===== src/rtl/pkt_pkg.sv =====
// Shared packet-stage definitions: filter FSM encoding, byte positions and
// the byte-XOR helper used for frame checksums.
package pkt_pkg;

    typedef enum logic [1:0] {
        StIdle = 2'd0,
        StPass = 2'd1,
        StDrop = 2'd2
    } state_e;

    // Message ID lives in byte0 of the first word of a frame.
    localparam int unsigned IdByte = 0;
    // Transmitted checksum lives in byte0 of the last word of a frame.
    localparam int unsigned CsumByte = 0;

    // XOR of the four bytes of a word, optionally leaving out the checksum byte.
    function automatic logic [7:0] xor_bytes(input logic [31:0] word, input logic skip_csum);
        logic [7:0] acc;
        acc = '0;
        for (int i = 0; i < 4; i++) begin
            if (!(skip_csum && (i == int'(CsumByte)))) begin
                acc = acc ^ word[i*8 +: 8];
            end
        end
        return acc;
    endfunction

endpackage


===== src/rtl/axis_skid_buf.sv =====
// Output register plus one-entry skid buffer for a 32-bit AXI-Stream word with
// tlast/tuser. Upstream ready is registered and reflects an empty skid slot.
module axis_skid_buf (
    input  logic        clk,
    input  logic        rst_n,
    input  logic [31:0] in_data,
    input  logic        in_last,
    input  logic        in_user,
    input  logic        in_valid,
    output logic        in_ready,
    output logic [31:0] out_data,
    output logic        out_last,
    output logic        out_user,
    output logic        out_valid,
    input  logic        out_ready
);

    // Entries are packed as {user, last, data}.
    logic [33:0] out_q, out_d;
    logic [33:0] skid_q, skid_d;
    logic        out_valid_q, out_valid_d;
    logic        skid_full_q, skid_full_d;
    logic        ready_q;
    logic        in_fire;
    logic        out_fire;

    assign in_fire  = in_valid & ready_q;
    assign out_fire = out_valid_q & out_ready;

    // Next-state: refill the output register from the skid slot first, else from input.
    always_comb begin
        out_d       = out_q;
        skid_d      = skid_q;
        out_valid_d = out_valid_q;
        skid_full_d = skid_full_q;
        if (skid_full_q) begin
            if (out_fire) begin
                out_d       = skid_q;
                skid_full_d = 1'b0;
            end
        end else if (in_fire) begin
            if (!out_valid_q || out_fire) begin
                out_d       = {in_user, in_last, in_data};
                out_valid_d = 1'b1;
            end else begin
                // Output stalled: park the word that was already in flight.
                skid_d      = {in_user, in_last, in_data};
                skid_full_d = 1'b1;
            end
        end else if (out_fire) begin
            out_valid_d = 1'b0;
        end
    end

    // State registers; ready is held low through reset and rises one clock after.
    always_ff @(posedge clk or negedge rst_n) begin
        if (!rst_n) begin
            out_q       <= '0;
            skid_q      <= '0;
            out_valid_q <= 1'b0;
            skid_full_q <= 1'b0;
            ready_q     <= 1'b0;
        end else begin
            out_q       <= out_d;
            skid_q      <= skid_d;
            out_valid_q <= out_valid_d;
            skid_full_q <= skid_full_d;
            ready_q     <= !skid_full_d;
        end
    end

    assign in_ready  = ready_q;
    assign out_data  = out_q[31:0];
    assign out_last  = out_q[32];
    assign out_user  = out_q[33];
    assign out_valid = out_valid_q;

endmodule


===== src/rtl/frame_filter.sv =====
// Frame filter: selects frames by the message ID in byte0 of the first word,
// checks the per-frame XOR checksum, and keeps saturating frame statistics.
module frame_filter
    import pkt_pkg::*;
#(
    parameter int unsigned CNT_W = 16
) (
    input  logic             clk,
    input  logic             rst_n,
    input  logic [31:0]      s_axis_tdata,
    input  logic             s_axis_tvalid,
    input  logic             s_axis_tlast,
    input  logic             s_axis_tuser,
    output logic             s_axis_tready,
    output logic [31:0]      m_axis_tdata,
    output logic             m_axis_tvalid,
    output logic             m_axis_tlast,
    output logic             m_axis_tuser,
    input  logic             m_axis_tready,
    input  logic             cfg_en,
    input  logic [7:0]       cfg_id,
    input  logic             stat_clr,
    output logic [CNT_W-1:0] stat_pass,
    output logic [CNT_W-1:0] stat_drop,
    output logic [CNT_W-1:0] stat_err
);

    state_e           state_q, state_d;
    logic [7:0]       csum_q, csum_d;
    logic [7:0]       csum_base;
    logic [7:0]       csum_calc;
    logic [CNT_W-1:0] pass_q, drop_q, err_q;
    logic             in_fire;
    logic             pass_sel;
    logic             fwd_user;
    logic             last_fire;
    logic             pass_inc, drop_inc, err_inc;

    assign in_fire   = s_axis_tvalid & s_axis_tready;
    assign last_fire = in_fire & s_axis_tlast;

    // FSM next-state; cfg is only looked at while waiting for a first word.
    always_comb begin
        state_d  = state_q;
        pass_sel = 1'b0;
        case (state_q)
            StIdle: begin
                pass_sel = !cfg_en || (s_axis_tdata[IdByte*8 +: 8] == cfg_id);
                // A single-word frame never leaves IDLE.
                if (in_fire && !s_axis_tlast) begin
                    state_d = pass_sel ? StPass : StDrop;
                end
            end
            StPass: begin
                pass_sel = 1'b1;
                if (last_fire) state_d = StIdle;
            end
            StDrop: begin
                if (last_fire) state_d = StIdle;
            end
            default: state_d = StIdle;
        endcase
    end

    // Running checksum; restarts on each first word and excludes the trailer byte.
    always_comb begin
        csum_base = (state_q == StIdle) ? 8'h00 : csum_q;
        csum_calc = csum_base ^ xor_bytes(s_axis_tdata, 1'b1);
        fwd_user  = s_axis_tlast &
                    ((csum_calc != s_axis_tdata[CsumByte*8 +: 8]) | s_axis_tuser);
        csum_d    = csum_q;
        if (in_fire) begin
            csum_d = s_axis_tlast ? 8'h00 : (csum_base ^ xor_bytes(s_axis_tdata, 1'b0));
        end
    end

    assign pass_inc = last_fire & pass_sel;
    assign drop_inc = last_fire & !pass_sel;
    assign err_inc  = pass_inc & fwd_user;

    // FSM and checksum registers.
    always_ff @(posedge clk or negedge rst_n) begin
        if (!rst_n) begin
            state_q <= StIdle;
            csum_q  <= 8'h00;
        end else begin
            state_q <= state_d;
            csum_q  <= csum_d;
        end
    end

    // Saturating statistics; clear wins over a same-cycle increment.
    always_ff @(posedge clk or negedge rst_n) begin
        if (!rst_n) begin
            pass_q <= '0;
            drop_q <= '0;
            err_q  <= '0;
        end else if (stat_clr) begin
            pass_q <= '0;
            drop_q <= '0;
            err_q  <= '0;
        end else begin
            if (pass_inc && !(&pass_q)) pass_q <= pass_q + CNT_W'(1);
            if (drop_inc && !(&drop_q)) drop_q <= drop_q + CNT_W'(1);
            if (err_inc  && !(&err_q))  err_q  <= err_q + CNT_W'(1);
        end
    end

    assign stat_pass = pass_q;
    assign stat_drop = drop_q;
    assign stat_err  = err_q;

    axis_skid_buf u_out_buf (
        .clk       (clk),
        .rst_n     (rst_n),
        .in_data   (s_axis_tdata),
        .in_last   (s_axis_tlast),
        .in_user   (fwd_user),
        .in_valid  (s_axis_tvalid & pass_sel),
        .in_ready  (s_axis_tready),
        .out_data  (m_axis_tdata),
        .out_last  (m_axis_tlast),
        .out_user  (m_axis_tuser),
        .out_valid (m_axis_tvalid),
        .out_ready (m_axis_tready)
    );

endmodule


===== config.mk =====
export PLATFORM = sky130hd
export DESIGN_NAME = frame_filter
export DESIGN_NICKNAME = d
export VERILOG_FILES = /design/src/rtl/pkt_pkg.sv /design/src/rtl/axis_skid_buf.sv /design/src/rtl/frame_filter.sv
export SDC_FILE = /design/constraint.sdc
export NUM_CORES = 1
export LEC_CHECK = 0
export ABC_CLOCK_PERIOD_IN_PS = 3500
export BUFFER_PORTS_ARGS = -buffer_cell sky130_fd_sc_hd__buf_4
export CORE_MARGIN = 1.5
export CORE_UTILIZATION = 35
export CTS_BUF_LIST = sky130_fd_sc_hd__clkbuf_4
export DETAILED_ROUTE_END_ITERATION = 16
export GPL_TIMING_DRIVEN = 0
export SLEW_MARGIN = 10
export SYNTH_ARGS = -nofsm -noshare
export SYNTH_HDL_FRONTEND = slang
export SYNTH_SLANG_ARGS = --single-unit

===== constraint.sdc =====
create_clock -name clk -period 3.5 [get_ports clk]
set_input_delay 0.35 -clock clk [delete_from_list [all_inputs] [get_ports clk]]
set_output_delay 0.35 -clock clk [all_outputs]
set_load 0.05 [all_outputs]

-- Word-level counts from Yosys, hierarchy flattened
Index checks and enable logic that the tools add are counted.
- add/sub/neg operators: 3
- multiply operators: 0
- divide/modulo/power cells: 0
- magnitude comparators: 0
- equality and inequality tests: 8
- shifts and indexed selects: 0
- multiplexer cells: 28
- bitwise logic cells: 19
- reduce and logical (&&, ||, !) cells: 29
- operator list (operator ; count):
    $mux 34 ; 4
    $mux 16 ; 6
    $xor 8x8->8 ; 7
    $add 16x1->16 const B ; 3
    $mux 8 ; 6
    $reduce_and 16->1 ; 3
    $reduce_bool 2->1 ; 6
    $and 1x1->1 ; 9
    $reduce_and 3->1 ; 3
    $eq 8x8->1 ; 1
    $logic_not 1->1 ; 8
    $ne 8x8->1 ; 1
    $mux 1 ; 7
    $mux 2 ; 3
    $ne 2x2->1 const B ; 3
    $logic_and 1x1->1 ; 4
    $pmux 2 s2 ; 1
    $eq 2x1->1 const B ; 1
    $eq 2x2->1 const B ; 1
    $logic_not 2->1 ; 1
    $logic_or 1x1->1 ; 2
    $ne 2x1->1 const B ; 1
    $not 1->1 ; 2
    $pmux 1 s2 ; 1
    other kinds (3) ; 3
- flip-flop bits (word level): 129
- latch bits: 0
- bits in writable memories: 0
- bits in read-only memories: 0
- bits of input ports: 48
- output and inout bits: 84
- logic and storage cells: 97
- memories: 0

-- Logic depth before layout (Yosys ltp)
Gate-level depths: netlist of run 1.
- word-level depth: 10
- depth in mapped cells: 11
- gate-level depth less buffers: 9

-- Modules after synthesis
Synthesis of run 1 repeated with hierarchy kept, for this count alone.
- cell total of the unflattened synthesis: 593
- area, all modules: 6830.3 sq um
- modules (own cells, without submodules) (module ; instances ; cells an instance ; area an instance (sq um) ; seq. area each (sq um)):
    frame_filter ; 1 ; 400 ; 3723.6 ; 1451.4
    axis_skid_buf ; 1 ; 193 ; 3106.7 ; 1776.7

-- Least setup slack after synthesis of run 1
OpenSTA, ideal clock, no wires.
- kind: register -> register
- start point: register err_q[7] (netlist: stat_err[7])
- end point: register err_q[13] (netlist: stat_err[13])
- library setup time: 0.078 ns
- arrival time: 2.591 ns
- data required time: 3.422 ns
- setup slack: 0.831 ns
- stages on the path, launching flop included: 9
- path buffers: 1
- period minus slack after synthesis: 2.669 ns
- cell sequence: dfrtp_1 and3_4 and3_4 and4_1 and3_4 or4_1 buf_2 or4_1 a21oi_1
- word-level cells in the longest chain between the ends: 4
- elaborated cells on any way between the ends: 7
- those cells by class: add/sub: 1; mux: 2; reduce/logical: 4
- RTL lines (what ; line ; source):
    from (decl) ; frame_filter.sv:32 ; logic [CNT_W-1:0] pass_q, drop_q, err_q;
    from (signal assigned) ; frame_filter.sv:105 ; if (err_inc && !(&err_q)) err_q <= err_q + CNT_W'(1);
    branches (longest 4 deep; another with $add 16x1->16) ; n/a ;
Several ways; the timed one is not identified. The select of a mux whose other input is x is not followed.
A chain may end at the register's enable or synchronous reset.

-- Final worst setup path of run 1
- start point: register state_q[0]
- end point: register err_q[4] (netlist: stat_err[4])
- word-level cells in the longest chain between the ends: 9
- elaborated cells on any way between the ends: 12
- those cells by class: eq/ne: 2; mux: 2; bitwise: 5; reduce/logical: 3
- RTL lines (what ; line ; source):
    from (decl) ; frame_filter.sv:28 ; state_e state_q, state_d;
    from (signal assigned) ; frame_filter.sv:84 ; state_q <= StIdle;
    from (signal assigned) ; frame_filter.sv:87 ; state_q <= state_d;
    $logic_not 2->1 ; frame_filter.sv:46, frame_filter.sv:67 ;
    $mux 8 ; frame_filter.sv:67 ; csum_base = (state_q == StIdle) ? 8'h00 : csum_q;
    $xor 8x8->8 ; frame_filter.sv:68 ; csum_calc = csum_base ^ xor_bytes(s_axis_tdata, 1'b1);
    $ne 8x8->1 ; frame_filter.sv:70 ; ((csum_calc != s_axis_tdata[CsumByte*8 +: 8]) | s_axis_tuser);
    $or 1x1->1 ; frame_filter.sv:70 ;
    $and 1x1->1 ; frame_filter.sv:69 ; fwd_user = s_axis_tlast &
    $and 1x1->1 * ; frame_filter.sv:79 ; assign err_inc = pass_inc & fwd_user;
    $logic_and 1x1->1 * ; frame_filter.sv:105 ;
    $reduce_bool 2->1 (no line) * ; n/a ;
Mark *: on every way between the ends. The rest lies on a longest branch, timed or not.

==> flow_summary_export.csv, run 1 <==
group,metric,value,unit
status,outcome,"finished, final reports clean",
place,place_ws,0.424,ns
synthesis,synth_cell_types,46,
route,drt_iter0_drc,198,
synthesis,synth_top_area_share,0.500,
finish,nets,814,
timing,fmax,0.339,GHz
cts,clk_latency,0.54,ns
cts,cts_sinks,129,
timing,hold_viol_final,0,
timing,setup_viol,0,
pwr,switching_share,0.425,
synthesis,ys.flop_type,"dfrtp_1",
synthesis,ys_seq_elements,129,
hold_path,hold_path_depth,2,
pwr,p_seq_frac,0.386,
synthesis,yosysWarnings,0,
die,dieArea,19300,um^2
critical_path,critPathKind,"reg -> reg",
critical_path,startpoint,"state_q[0]",
cts,clk_path_buf_depth,2,
synthesis,async_flop_share,1.00,
route,drc,0,
critical_path,crit_path_max_incr_delay,0.71,ns
cts,clockRootBuffer,"clkbuf_4",
die,ios,132,
pwr,total_leakage_power,3.76,nW
die,die_w,139,um
pwr,p_int,3.26,mW
finish,syn_to_final_growth,26.4,%
finish,fin_util,0.452,
timing,drv_slew,0,
cts,cts_tree,"yes",
synthesis,synth_nets,653,
timing,fin_crit,2.95,ns
place,portBuffers,131,
pwr,p_switching,2.41,mW
timing,relSlewSlack,0.371,
cts,cts-buffers-inserted,17,
route,routed_wl,16.7,mm
critical_path,crit_fanout,10,
route,drt-pass1-iter-count,6,
route,avgViaCountPerCell,5.02,
global_route,antenna_found_initial,1,
critical_path,r2r-end,"stat_err[4]",
synthesis,syn_avg_cell_area,10.8,um^2
global_route,grt_usage,0.179,
place,hpwl,12.1,mm
hold_path,hp-class,"in -> reg",
die,initial_utilization,0.358,
finish,fillers,1765,
timing,fin_ws,0.548,ns
synthesis,syn_inst,600,
synthesis,synth_edf_count,0,
global_route,grt_pass1_vias,5108,
critical_path,cp_slowest_cell,"nor4_2",
timing,skew,0.0219,ns
route,via_count,5044,
critical_path,critPathLaunchType,"flop",
route,final_antenna_net_count,0,
finish,drive_gt1_frac,0.284,
cts,cts_setup_buffers,0,
critical_path,r2r.worst_path.cells,10,
route,wire_per_inst,16.6,um
place,routabilityCongestion,0.807,
critical_path,required,3.94,ns
die,fp-row-count,49,
global_route,grt_start_max_net_pins,72,
pwr,clkPwrFrac,0.191,
timing,fin_crit_sh,0.844,
pwr,power_frac_comb,0.423,
timing,tightest_slew,0.936,ns
critical_path,critPathCapture,"stat_err[4]",
global_route,grt-ovfl-total,0,
die,core_area,18000,um^2
cts,path_clk_slew,0.13,ns
timing,rsz0062_at_grt,"no",
synthesis,ys_top_cells_by_area,"dfrtp_1 (50%), mux2_2 (7.9%), xnor2_1 (6.4%)",
synthesis,synth_area_leader_cell,"dfrtp_1",
cts,htree_num_levels,4,
synthesis,yosysSeqAreaShare,0.500,
critical_path,rrSetupSlack,0.55,ns
pwr,ir_drop,0.405,mV
timing,timing.setup.tns,0,ns
synthesis,netlist_area,6450,um^2
critical_path,worstReg2RegStart,"state_q[0]",
global_route,grt_pass1_wl,27.3,mm
job,maxCapViolations,0,
critical_path,cp-end-kind,"flop",
pwr,power_density,695,nW/um^2
critical_path,worstPathCellList,"inv_1 > ha_1 > buf_6 > nor2b_1 > xnor3_1 > nand3_2 > nor4_4 > nor4_2 > nand4_1 > mux2_2",
die,die_height,139,um
critical_path,crit_arrival,3.39,ns
==> synthesized netlist by cell type (5+ instances only) <==
master    number
dfrtp_1      129
nand3_1       21
inv_1          5
mux2_2        45
clkbuf_1      26
nor3_1        12
nor2_1        50
xor2_1        12
ha_1           5
o21ai_0       46
nor2b_1       21
a21oi_1        9
nand2_1       57
mux2i_1       36
and3_1        14
xnor3_1        7
nand4_1       13
xnor2_1       47
==> logic make-up after synthesis <==
kind of cell | Yosys count | synth area share
adder cells (fa/ha/maj) | 5 | 0.00970
AO/OA/AOI/OAI | 69 | 0.0599
AND/OR/NAND/NOR | 215 | 0.169
buffers and inverters | 35 | 0.0217
XOR/XNOR | 66 | 0.105
multiplexers | 81 | 0.134
flip-flops | 129 | 0.500
==> through the flow <==
step / instances / power, mW / area, um^2 / hold slack (ns)
after floorplan: 600 / 3.87 / 6450 / 0.0544
after global placement: 960 / 4.55 / 7720 / 0.455
after detailed placement: 961 / 4.63 / 7750 / 0.378
after CTS: 996 / 5.72 / 8080 / 0.00177
after global routing: 1004 / 6.03 / 8150 / -0.0000780
final: 1004 / 5.66 / 8150 / 0.0605
==> layout make-up <==
| cell class | count | area, um^2 | area share |
|---|---|---|---|
| Antenna cell | 1 | 2.50 | 0.000307 |
| Buffer | 30 | 121 | 0.0149 |
| Clock buffer | 17 | 128 | 0.0157 |
| Clock inverter | 15 | 170 | 0.0209 |
| Inverter | 5 | 18.8 | 0.00230 |
| Multi-Input combinational cell | 436 | 3080 | 0.378 |
| Sequential cell | 129 | 3230 | 0.396 |
| Tap cell | 229 | 287 | 0.0351 |
| Timing Repair Buffer | 142 | 1110 | 0.137 |
==> power by group through the flow <==
stage / registers (mW) / clock network, mW / logic [mW]
global placement: 2.19 / 0 / 2.36
floorplan: 2.83 / 0 / 1.03
CTS: 2.19 / 1.12 / 2.41
detailed placement: 2.22 / 0 / 2.41
finish: 2.19 / 1.08 / 2.40
global route: 2.24 / 1.19 / 2.60
==> worst min path at each step <==
stage | start | end | slack (ns)
global placement | csum_q[0] | csum_q[0] | 0.46
detailed placement | rst_n | u_out_buf.out_q[18] | 0.38
CTS | s_axis_tdata[16] | u_out_buf.skid_q[16] | 0.002
floorplan | rst_n | csum_q[0] | 0.05
finish | s_axis_tlast | csum_q[6] | 0.06
global route | s_axis_tdata[25] | u_out_buf.skid_q[25] | -0.00008
==> routing by layer <==
metal  vias to the layer above  global-route usage  share of wire
met5                         -                   0              0
met4                         0              0.0548          0.011
met3                        10              0.0497          0.056
met2                       119               0.272           0.46
met1                      2511               0.250           0.47
li1                       2404                   -              -
==> worst max-delay path: cells and delay by family (launching register included) <==
family / cells / cell delay [ns]
XOR/XNOR: 1 / 0.46
adder cells (fa/ha/maj): 1 / 0.25
buffers and inverters: 2 / 0.22
flip-flops: 1 / 0.37
multiplexers: 1 / 0.31
AND/OR/NAND/NOR: 5 / 1.23
==> cells in the final DEF (no fill, tap or decap), types with 12 or more instances in the layout <==
cell type / n
nor2_1: 50
nand4_1: 13
clkbuf_1: 26
nor2b_1: 21
clkbuf_4: 17
nand2_1: 57
and3_1: 14
xor2_1: 12
mux2i_1: 36
nand3_1: 21
buf_4: 130
xnor2_1: 47
nor3_1: 12
dfrtp_1: 129
mux2_2: 45
o21ai_0: 46
==> flip-flops by register name, indices dropped and copies added (netlist names) <==
register / flops
stat_err: 16
u_out_buf.skid_full_q: 1
u_out_buf.out_q: 34
state_q: 2
csum_q: 8
u_out_buf.in_ready: 1
stat_pass: 16
u_out_buf.out_valid: 1
stat_drop: 16
u_out_buf.skid_q: 34
==> what timing repair did <==
item	4_1_cts	5_1_grt
hold endpoints to repair	61	7
hold buffers	3	7
gates resized for setup	0	0
No activity file was read; power rests on OpenSTA's default activity.
==> run 2: changes to the inputs <==
--- a/config.mk
+++ b/config.mk
@@ -5,7 +5,7 @@
 export SDC_FILE = /design/constraint.sdc
 export NUM_CORES = 1
 export LEC_CHECK = 0
-export ABC_CLOCK_PERIOD_IN_PS = 3500
+export ABC_CLOCK_PERIOD_IN_PS = 2800
 export BUFFER_PORTS_ARGS = -buffer_cell sky130_fd_sc_hd__buf_4
 export CORE_MARGIN = 1.5
 export CORE_UTILIZATION = 35
==> constraint.sdc (replaced) <==
create_clock -name clk -period 2.8 [get_ports clk]
set_input_delay 0.28 -clock clk [delete_from_list [all_inputs] [get_ports clk]]
set_output_delay 0.28 -clock clk [all_outputs]
set_load 0.05 [all_outputs]
==> run 2 against run 1 <==
Non-clock buffer count rose by 24. Final area rose by 3.8%. Sequential share of layout area fell by 1.5 points. Wire length rose by 1.1%. Clock-buffer cell count did not move. Via count rose by 1.9%. Clock power rose by 26%. Utilization rose by 1.7 points. Cell count rose by 2.4%. Flip-flop and latch count did not move. Critical endpoint is now stat_err[13]. Largest cell class unchanged.
==> flow_summary_export.csv, run 2 (synthesis gave the netlist of run 1 again) <==
group,metric,value,unit
finish,mostFrequentLayoutCells,"buf_4 (130), dfrtp_1 (129), nand2_1 (57)",
cts,path_clk_slew,0.14,ns
die,die_w,139,um
route,final_antenna_net_count,0,
die,core_area,18000,um^2
timing,skew,0.0263,ns
pwr,ir_drop,0.513,mV
place,hpwl,12.1,mm
hold_path,hold_path_depth,4,
critical_path,cp-end-kind,"flop",
critical_path,required,3.28,ns
finish,syn_to_final_growth,31.2,%
pwr,p_switching,3.04,mW
place,portBuffers,131,
cts,cts-buffers-inserted,17,
critical_path,crit_arrival,3.18,ns
timing,setup_viol,0,
job,maxCapViolations,0,
pwr,p_seq_frac,0.386,
die,fp-row-count,49,
pwr,power_frac_comb,0.424,
cts,cts_tree,"yes",
finish,nets,838,
finish,layout_commonest_cell,"buf_4",
critical_path,critPathKind,"in -> reg",
die,dieArea,19300,um^2
cts,clk_path_buf_depth,2,
hold_path,hp-class,"in -> reg",
route,routed_wl,16.9,mm
critical_path,cp_slowest_cell,"dlygate4sd3_1",
hold_path,min_to,"state_q[0]",
critical_path,critPathMostFrequentCell,"or4_1",
critical_path,worstPathCellList,"dlygate4sd3_1 > buf_4 > xnor2_1 > xnor3_1 > nand3_2 > nor4_4 > or4_1 > buf_2 > or4_1 > a21oi_1",
pwr,total_leakage_power,3.87,nW
critical_path,r2r.worst_path.cells,10,
global_route,antenna_found_initial,1,
timing,relSlewSlack,0.471,
route,wire_per_inst,16.4,um
timing,fmax,0.370,GHz
critical_path,crit_path_max_incr_delay,0.54,ns
timing,tightest_slew,0.794,ns
critical_path,r2r-end,"stat_err[13]",
timing,drv_slew,0,
place,routabilityCongestion,0.807,
finish,fin_util,0.470,
cts,clockRootBuffer,"clkbuf_4",
timing,hold_viol_final,0,
critical_path,rrSetupSlack,0.13,ns
critical_path,worstReg2RegStart,"state_q[0]",
die,ios,132,
global_route,grt_start_max_net_pins,72,
pwr,clkPwrFrac,0.190,
critical_path,crit_fanout,6,
pwr,switching_share,0.426,
status,outcome,"finished, final reports clean",
die,initial_utilization,0.358,
critical_path,critPathLaunchType,"primary input",
route,drt-pass1-iter-count,5,
cts,clk_latency,0.55,ns
global_route,grt_pass1_wl,27.6,mm
cts,cts_sinks,129,
finish,drive_gt1_frac,0.287,
finish,largestRegisters,"u_out_buf.out_q x34, u_out_buf.skid_q x34",
timing,fin_hold_ws,0.112,ns
route,drc,0,
cts,htree_num_levels,4,
global_route,grt-ovfl-total,0,
timing,fin_crit,2.70,ns
hold_path,hold_start,"cfg_en",
pwr,p_int,4.10,mW
timing,fin_crit_sh,0.965,
die,die_height,139,um
global_route,grt_usage,0.181,
global_route,grt_pass1_vias,5195,
pwr,power_density,844,nW/um^2
route,via_count,5141,
route,drt_iter0_drc,241,
route,avgViaCountPerCell,5.00,
[run 2: cell count changes in the layout (fill, tap and decap cells not counted), moves of 2 or more]
cell / previous run / this run
clkbuf_1: 26 / 22
clkbuf_2: 0 / 3
dlygate4sd3_1: 10 / 35
nor2b_2: 0 / 2
nor2b_1: 21 / 19
[run 2: critical path: cells and delay by family]
family / cells / cell delay [ns]
and+or+nand+nor: 4 / 1.07
buffers and inverters: 3 / 0.87
xor gates and xnor gates: 2 / 0.82
AOI/OAI and AO/OA: 1 / 0.15
[run 2: worst max-delay path by stage]
| stage | from | endpoint | slack [ns] |
|---|---|---|---|
| floorplan | stat_err[7] | stat_err[13] | 0.13 |
| global route | state_q[0] | stat_err[11] | -0.006 |
| global placement | s_axis_tdata[6] | u_out_buf.skid_q[0] | -0.15 |
| finish | s_axis_tdata[12] | stat_err[13] | 0.1 |
| CTS | state_q[0] | u_out_buf.skid_q[17] | 0.005 |
| detailed placement | s_axis_tdata[6] | stat_err[4] | -0.21 |
[run 2: repair_timing]
action | CTS | global route
pin swaps | 1 | 5
resized for setup | 6 | 8
buffers inserted | 0 | 0
endpoints found under the hold margin | 95 | 1
endpoints found under the setup margin | 39 | 55
hold buffers | 34 | 1
[run 2: area by class of cell]
type / instances / area, um^2
fill: 1742 / 9560
sequential: 129 / 3230
multi-input combinational: 436 / 3140
timing repair buffer: 167 / 1370
tap: 229 / 287
clock inverter: 15 / 170
clock buffer: 17 / 128
buffer: 29 / 121
inverter: 5 / 18.8
antenna: 1 / 2.50
[run 2: power by group through the flow]
stage | clock [mW] | combinational, mW | sequential [mW]
4_1_cts | 1.40 | 3.06 | 2.74
2_1_floorplan | 0 | 1.29 | 3.54
3_3_place_gp | 0 | 2.95 | 2.74
3_5_place_dp | 0 | 3.01 | 2.77
5_1_grt | 1.49 | 3.28 | 2.83
6_report | 1.36 | 3.03 | 2.76
[run 2: per-layer routing]
layer	share of wire	track usage	wire, um	vias to the layer above
met5	0	0	0	-
met4	0.012	0.0532	195	0
met3	0.051	0.0511	865	13
met2	0.46	0.276	7820	105
met1	0.47	0.252	7990	2578
li1	-	-	-	2445
[run 2: through the flow]
stage	setup WS, ns	instance area, um^2	power, mW	cells	setup TNS [ns]
floorplan	0.131	6450	4.84	600	0
global placement	-0.147	7720	5.69	960	-3.78
detailed placement	-0.206	7750	5.78	961	-5.49
CTS	0.00456	8420	7.20	1027	0
global route	-0.00605	8460	7.60	1028	-0.00752
finish	0.0979	8460	7.14	1028	0
==> run 3: changes to the inputs <==
--- a/config.mk
+++ b/config.mk
@@ -12,6 +12,7 @@
 export CTS_BUF_LIST = sky130_fd_sc_hd__clkbuf_4
 export DETAILED_ROUTE_END_ITERATION = 16
 export GPL_TIMING_DRIVEN = 0
+export RECOVER_POWER = 100
 export SLEW_MARGIN = 10
 export SYNTH_ARGS = -nofsm -noshare
 export SYNTH_HDL_FRONTEND = slang
==> run 3 against run 2 <==
The flow now finishes with violations (max-capacitance violations, max-slew violations). Clock skew is 0.0038 ns lower. Utilization is 1.8 points lower. Register-to-register slack barely moved. Via count shrank 0.43%. Global-route usage unchanged. Hold slack lost 0.00096 ns. Setup slack better by 0.020 ns. Combinational power decreased by 6.9%.
==> flow_summary_export.csv, run 3 (synthesis gave the netlist of run 1 again) <==
group,metric,value,unit
status,outcome,"complete, but fails checks",
status,violations,"max-capacitance violations, max-slew violations",
critical_path,crit_arrival,3.13,ns
cts,cts-buffers-inserted,17,
place,placed_cell_area,7750,um^2
timing,fmax,0.373,GHz
timing,hold_viol_final,0,
timing,fin_crit,2.68,ns
finish,layout_commonest_cell,"dfrtp_1",
critical_path,required,3.25,ns
timing,tightest_slew,1.62,ns
die,initial_utilization,0.358,
route,routed_wl,17.0,mm
cts,cts_tree,"yes",
finish,drive_gt1_frac,0.179,
timing,drv_slew,59,
route,drc,0,
timing,relSlewSlack,-0.0767,
cts,path_clk_slew,0.13,ns
finish,fin_cells,1028,
place,routabilityCongestion,0.807,
critical_path,crit_fanout,5,
global_route,grt_pass1_wl,27.6,mm
cts,clockRootBuffer,"clkbuf_4",
global_route,antenna_found_initial,1,
route,drt-pass1-iter-count,4,
timing,timing.setup.tns,0,ns
die,dieArea,19300,um^2
pwr,total_power,6.93,mW
die,ios,132,
global_route,grt-ovfl-total,0,
critical_path,rrSetupSlack,0.12,ns
die,die_w,139,um
cts,clk_latency,0.55,ns
cts,clk_path_buf_depth,2,
hold_path,hold_path_depth,4,
finish,syn_to_final_growth,26.1,%
die,core_area,18000,um^2
global_route,grt_usage,0.181,
critical_path,r2r-end,"stat_err[5]",
global_route,grt_start_max_net_pins,72,
timing,fin_crit_sh,0.958,
place,portBuffers,131,
place,place_inst,961,
critical_path,cp-end-kind,"flop",
pwr,total_leakage_power,3.52,nW
finish,fillers,1820,
hold_path,hold_start,"cfg_en",
pwr,ir_drop,0.470,mV
hold_path,hp-class,"in -> reg",
cts,cts_sinks,129,
finish,mostFrequentLayoutCells,"dfrtp_1 (129), clkbuf_1 (107), nand2_1 (57)",
global_route,grt_pass1_vias,5195,
timing,fin_hold_ws,0.111,ns
route,final_antenna_net_count,0,
timing,skew,0.0224,ns
pwr,power_density,852,nW/um^2
finish,largestRegisters,"u_out_buf.out_q x34, u_out_buf.skid_q x34",
finish,stdcell_area,8130,um^2
finish,fin_util,0.451,
critical_path,critPathLaunchType,"primary input",
place,hpwl,12.1,mm
route,wire_per_inst,16.5,um
route,drt_iter0_drc,226,
hold_path,min_to,"state_q[0]",
finish,nets,838,
timing,fin_ws,0.118,ns
route,via_count,5119,
critical_path,r2r.worst_path.cells,9,
die,fp-row-count,49,
job,maxCapViolations,1,
critical_path,worstReg2RegStart,"state_q[0]",
critical_path,critPathKind,"in -> reg",
route,avgViaCountPerCell,4.98,
timing,setup_viol,0,
die,die_height,139,um
cts,htree_num_levels,4,
place,place_ws,-0.206,ns
[run 3: where the power goes]
part / total, mW / internal (mW) / switching (mW)
Clock: 1.36 / 0.555 / 0.804
Sequential: 2.75 / 2.42 / 0.333
Combinational: 2.82 / 0.918 / 1.90
[run 3: worst max-delay path by stage]
stage,slack (ns),endpoint,startpoint,depth (start not counted)
finish,0.12,stat_err[5],s_axis_tdata[12],9
global route,-0.005,stat_err[13],state_q[0],11
CTS,0.005,u_out_buf.skid_q[17],state_q[0],8
detailed placement,-0.21,stat_err[4],s_axis_tdata[6],8
global placement,-0.15,u_out_buf.skid_q[0],s_axis_tdata[6],9
floorplan,0.13,stat_err[13],stat_err[7],8
[run 3: final cells by class]
cell class	count	area [um^2]	share of cell area
sequential	129	3230	0.397
multi-input combinational	436	3140	0.385
timing repair buffer	167	1040	0.128
tap	229	287	0.0352
clock inverter	15	170	0.0209
clock buffer	17	128	0.0157
buffer	29	121	0.0149
inverter	5	18.8	0.00231
antenna	1	2.50	0.000308
[run 3: critical path, cell delays in order]
cell,delay (ns)
dlygate4sd3_1,0.54
buf_4,0.15
xnor2_1,0.37
xnor3_1,0.42
nand3_2,0.11
nor4_4,0.07
nor4_1,0.72
nand3_1,0.17
mux2_2,0.30
[run 3: timing repair]
item                                    CTS  global route
buffers inserted                          0             0
gates cloned                              0             0
pin swaps                                 1             5
resized for setup                         6             8
endpoints found under the setup margin   39            55
hold buffers                             34             1
hold endpoints to repair                 95             1
[run 3: layer usage]
| layer | up-vias | GRT usage | wire [um] | share of wire |
|---|---|---|---|---|
| met4 | 0 | 0.0532 | 172 | 0.010 |
| met1 | 2561 | 0.252 | 8110 | 0.48 |
| met3 | 10 | 0.0511 | 860 | 0.051 |
| met2 | 100 | 0.276 | 7820 | 0.46 |
| met5 | - | 0 | 0 | 0 |
| li1 | 2448 | - | - | - |
